File: config.mk
export PLATFORM = sky130hd
export DESIGN_NAME = button_event_arbiter
export DESIGN_NICKNAME = d
export VERILOG_FILES = /design/src/rtl/button_pkg.sv /design/src/rtl/input_debouncer.sv /design/src/rtl/button_event_arbiter.sv
export SDC_FILE = /design/constraint.sdc
export NUM_CORES = 1
export LEC_CHECK = 0
export CORE_MARGIN = 2
export CORE_UTILIZATION = 52
export DETAILED_ROUTE_END_ITERATION = 6
export DONT_BUFFER_PORTS = 1
export PLACE_DENSITY = 0.76
export SYNTH_ARGS = -nofsm -noshare
export SYNTH_HDL_FRONTEND = slang
export SYNTH_SLANG_ARGS = --single-unit
File: constraint.sdc
create_clock -name CLK -period 3.2 [get_ports CLK]
set_input_delay 0.96 -clock CLK [delete_from_list [all_inputs] [get_ports CLK]]
set_output_delay 0.96 -clock CLK [all_outputs]
set_load 0.01 [all_outputs]
File: src/rtl/button_pkg.sv
// Shared types for the push-button front end.
package button_pkg;
   typedef enum logic {IDLE, OFFER} arb_state_t;
endpackage

File: src/rtl/input_debouncer.sv
// One raw input: 2-flop synchronizer, then a level that only flips after
// DEBOUNCE_CYCLES consecutive disagreeing samples.
module input_debouncer #(
   parameter int DEBOUNCE_CYCLES = 16
) (
   input  logic CLK,
   input  logic RST,
   input  logic raw_in,
   output logic level_out
);
   localparam int CNT_W = $clog2(DEBOUNCE_CYCLES);
   localparam logic [CNT_W-1:0] CNT_MAX = CNT_W'(DEBOUNCE_CYCLES - 1);

   logic             sync1_q, sync2_q, level_q;
   logic [CNT_W-1:0] cnt_q;

   always_ff @(posedge CLK) begin
      if (RST) begin
         sync1_q <= 1'b0;
         sync2_q <= 1'b0;
         level_q <= 1'b0;
         cnt_q   <= '0;
      end else begin
         sync1_q <= raw_in;
         sync2_q <= sync1_q;
         // any agreeing sample restarts the count, so short glitches never land
         if (sync2_q == level_q) begin
            cnt_q <= '0;
         end else if (cnt_q == CNT_MAX) begin
            level_q <= sync2_q;
            cnt_q   <= '0;
         end else begin
            cnt_q <= cnt_q + CNT_W'(1);
         end
      end
   end

   assign level_out = level_q;
endmodule

File: src/rtl/button_event_arbiter.sv
// Debounced button presses become one-shot pending requests, served
// round-robin to a single consumer over valid/ready.
module button_event_arbiter
   import button_pkg::*;
#(
   parameter  int N_INPUTS        = 4,
   parameter  int DEBOUNCE_CYCLES = 16,
   localparam int IDX_W           = $clog2(N_INPUTS)
) (
   input  logic                CLK,
   input  logic                RST,
   input  logic [N_INPUTS-1:0] buttons_in,
   output logic [N_INPUTS-1:0] pressed,
   output logic                event_valid,
   output logic [IDX_W-1:0]    event_id,
   input  logic                event_ready,
   output logic [N_INPUTS-1:0] overflow
);
   logic [N_INPUTS-1:0] level_w, pressed_d_q, rise;
   logic [N_INPUTS-1:0] pending_q, pending_d, overflow_q, overflow_d, clr;
   arb_state_t          state_q;
   logic                valid_q, accept, sel_found;
   logic [IDX_W-1:0]    id_q, rr_q, sel_idx;

   for (genvar g = 0; g < N_INPUTS; g++) begin : g_deb
      input_debouncer #(.DEBOUNCE_CYCLES(DEBOUNCE_CYCLES)) u_deb (
         .CLK       (CLK),
         .RST       (RST),
         .raw_in    (buttons_in[g]),
         .level_out (level_w[g])
      );
   end

   assign rise   = level_w & ~pressed_d_q;
   assign accept = valid_q & event_ready;

   // a rise on the accepted id wins over the clear, and is not an overflow
   always_comb begin
      clr = '0;
      for (int i = 0; i < N_INPUTS; i++)
         clr[i] = accept && (id_q == IDX_W'(i));
      pending_d  = (pending_q & ~clr) | rise;
      overflow_d = overflow_q | (rise & pending_q & ~clr);
   end

   // first pending bit at or after rr_q, wrapping
   always_comb begin
      int               j;
      logic [IDX_W-1:0] j_idx;
      j         = 0;
      j_idx     = '0;
      sel_found = 1'b0;
      sel_idx   = '0;
      for (int k = 0; k < N_INPUTS; k++) begin
         j = int'(rr_q) + k;
         if (j >= N_INPUTS) j = j - N_INPUTS;
         j_idx = j[IDX_W-1:0];
         if (!sel_found && pending_q[j_idx]) begin
            sel_found = 1'b1;
            sel_idx   = j_idx;
         end
      end
   end

   always_ff @(posedge CLK) begin
      if (RST) begin
         pressed_d_q <= '0;
         pending_q   <= '0;
         overflow_q  <= '0;
      end else begin
         pressed_d_q <= level_w;
         pending_q   <= pending_d;
         overflow_q  <= overflow_d;
      end
   end

   always_ff @(posedge CLK) begin
      if (RST) begin
         state_q <= IDLE;
         valid_q <= 1'b0;
         id_q    <= '0;
         rr_q    <= '0;
      end else begin
         case (state_q)
            IDLE: begin
               if (sel_found) begin
                  id_q    <= sel_idx;
                  valid_q <= 1'b1;
                  state_q <= OFFER;
               end
            end
            OFFER: begin
               if (event_ready) begin
                  valid_q <= 1'b0;
                  rr_q    <= (id_q == IDX_W'(N_INPUTS - 1)) ? '0 : id_q + IDX_W'(1);
                  state_q <= IDLE;
               end
            end
            default: state_q <= IDLE;
         endcase
      end
   end

   assign pressed     = level_w;
   assign event_valid = valid_q;
   assign event_id    = id_q;
   assign overflow    = overflow_q;
endmodule

==> impl_results.md <==
* PnR worst setup slack at 1.39 ns
* Layout cells sized above 1 at 0.108
* Final min period at 1.81 ns
* Least-Margin Pin Slew at 0.352 ns
* Antenna violations before repair at 0
* Area taken by multi-input logic gates at 831 µm²
* CP required at 2.24 ns
* Post-Syn Area per Cell at 9.89 µm²
* Setup Skew at 0.0136 ns
* DR DRC count at 0
* GPL Wtd Cong at 0.753
* Final net count at 199
* Congestion Overflow GR at 0
* Initial Util at 0.544
* Clock Latency Late Sink at 0.36 ns
* Core ar. at 3360 µm²
* Die X at 63.3 µm
* Data arrival time of the worst path at 0.85 ns
* Worst path depth at 0
* Final setup fails at 0
* Worst Hold Class: flip-flop to flip-flop
* Postcts setup bufs at 0
* Root Buffer: clkbuf_4
* Design Area, Final at 1890 µm²
* Final HPWL DP at 2.24 mm
* Vias in the first global route at 1237
* FF/Latch Area at 921 µm²
* Row count at 21
* Fmax at 552 MHz
* Synth warn at 0
* Hold Vio Cnt, Final at 0
* Max_slew headroom at 0.763
* Placement Setup Slack at 1.65 ns
* Total CTS buffers at 5
* Final hold slack at 0.442 ns
* Setup_tns at 0 ns
* Synth cell types at 35
* Reg2reg path depth at 4
* Post-synthesis sequential area ratio at 0.503
* Hold-fix buffers, CTS at 0
* First-pass GRT wire length at 5.26 mm
* Switching pwr at 0.000181 W
* Fin crit share at 0.566
* Critical Path Source: event_valid
* Max-slew violations at 0
* Antenna-violating nets left at 0
* Worst Path Max Fanout at 6
* Worst setup EP type: output pin
* PortBufs at 0
* Die Y at 63.3 µm
* Worst vdd ir at 306 µV
* FF-to-FF End: g_deb[1].u_deb.cnt_q[2]
* Die area at 4010 µm²
* Post-Syn Area at 1830 µm²
* Lkg Pwr at 0.682 nW
* R2R Setup Slk at 1.83 ns
* Commonest cells after routing, fill and taps aside: dfxtp_1 (46), nor2_1 (29), nor2b_1 (16)
* Comb power frac at 0.012
* Worst setup endpoint: event_valid
* Most common cell after layout, fill and taps aside: dfxtp_1
* Vias/cell at 5.20
* Syn Inst Count at 185
* Vias post-DR at 1202
* Final wirelength at 3.02 mm
* Sw frac at 0.212
* Power Density at 451 nW/µm²
* Total clock sinks at 46
* Sequential power share at 0.682
* Placed cell area at 1840 µm²
* Max Cap Violations at 0
* H-tree depth at 2
* GRT Overall Usage at 0.172
* Bufs on Longest Clock Path at 2
* Syn_nets at 200
* Worst reg2reg startpoint: g_deb[1].u_deb.cnt_q[0]
* I/O pin total at 18
* Pre-Repair DR Iteration Count at 4
* Largest net degree at the start of global routing at 35
* CP Launch Type: flip-flop
* Routed len/inst at 13.1 µm
* Status: finished, final reports clean
* Layout overhead on the synthesized area at 3.28%
* Seq cells post-synth at 46
* Starting DRT DRC Count at 20
* Pint at 0.000672 W
* Clock transition at the registers of the reported paths at 0.13 ns
* PostCTS Resize Cnt at 0
* Crit path kind: flip-flop to output pin
* Filler cells at 327
* Clock share of power at 0.305
* Antenna Cells at 0
* RSZ-0062 raised after global routing: no
* CTS tree: yes
==> registers in the layout, summed over array words and instances, names as in the netlist <==
| register | flops |
|---|---|
| pressed_d_q | 4 |
| pending_q | 4 |
| g_deb.u_deb.cnt_q | 16 |
| g_deb.u_deb.sync2_q | 4 |
| rr_q | 2 |
| g_deb.u_deb.sync1_q | 4 |
| event_id | 2 |
| state_q | 1 |
| event_valid | 1 |
| overflow | 4 |
| g_deb.u_deb.level_out | 4 |
==> through the flow <==
stage / power [W] / utilization / instances
2_1_floorplan: 0.000608 / - / 185
3_3_place_gp: 0.000604 / 0.546 / 223
5_1_grt: 0.000893 / 0.562 / 231
3_5_place_dp: 0.000605 / 0.546 / 223
4_1_cts: 0.000864 / 0.562 / 231
6_report: 0.000853 / 0.562 / 231
==> Yosys cell counts (all sizes together) <==
master	instances	area (µm²)
mux2i	4	40.0
nor2	30	115
a21oi	8	40.0
o21ba	3	30.0
clkbuf	3	11.3
a21boi	1	7.51
xor2	4	35.0
o21ai	4	20.0
xnor2	8	70.1
buf	5	41.3
nand4	1	6.26
a311oi	1	15.0
nor2b	16	100
nor4b	1	15.0
nor4	1	12.5
a31oi	1	6.26
nand3b	1	7.51
nand2	5	18.8
dfxtp	46	921
a221o	1	10.0
and3	4	30.0
ha	8	100
and4b	1	10.0
inv	7	26.3
or3	4	45.0
nand3	9	45.0
nor3	1	5.00
a211oi	1	7.51
a21o	1	7.51
nand2b	5	31.3
==> worst min path at each step <==
stage                                 from                endpoint  slack, ns  depth (start not counted)
finish              g_deb[0].u_deb.sync1_q  g_deb[0].u_deb.sync2_q       0.44                          1
global placement    g_deb[3].u_deb.sync1_q  g_deb[3].u_deb.sync2_q       0.42                          1
global route        g_deb[0].u_deb.sync1_q  g_deb[0].u_deb.sync2_q       0.45                          1
detailed placement  g_deb[0].u_deb.sync1_q  g_deb[0].u_deb.sync2_q       0.43                          1
floorplan           g_deb[0].u_deb.sync1_q  g_deb[0].u_deb.sync2_q       0.41                          1
CTS                 g_deb[0].u_deb.sync1_q  g_deb[0].u_deb.sync2_q       0.44                          1
==> cells by family after synthesis <==
| family | synth area share |
|---|---|
| AND/OR/NAND/NOR | 0.241 |
| adder cells (fa/ha/maj) | 0.0547 |
| AO/OA/AOI/OAI | 0.0786 |
| flip-flops | 0.503 |
| XOR/XNOR | 0.0574 |
| multiplexers | 0.0219 |
| buffers and inverters | 0.0431 |
==> power by group through the flow <==
| stage | clock (W) | combinational (W) | sequential, W |
|---|---|---|---|
| global placement | 0 | 0.00000963 | 0.000594 |
| finish | 0.000260 | 0.0000103 | 0.000582 |
| floorplan | 0 | 0.0000137 | 0.000594 |
| CTS | 0.000271 | 0.0000105 | 0.000582 |
| detailed placement | 0 | 0.0000105 | 0.000595 |
| global route | 0.000298 | 0.0000116 | 0.000583 |
==> layout make-up <==
cell class              instances  area share
multi-input cells             124       0.439
clock inverters                 2     0.00728
clock buffers                   6      0.0218
flip-flops and latches         46       0.487
well taps                      46      0.0304
inverters                       7      0.0139
==> per-layer routing <==
layer  global-route usage  wire length (µm)  up-vias
li1                     -                 -      606
met1                0.171              1200      571
met2                0.291              1560       18
met3               0.0893               187        7
met4               0.0897                67        0
met5                    0                 0        -
No activity file was read; power rests on OpenSTA's default activity.
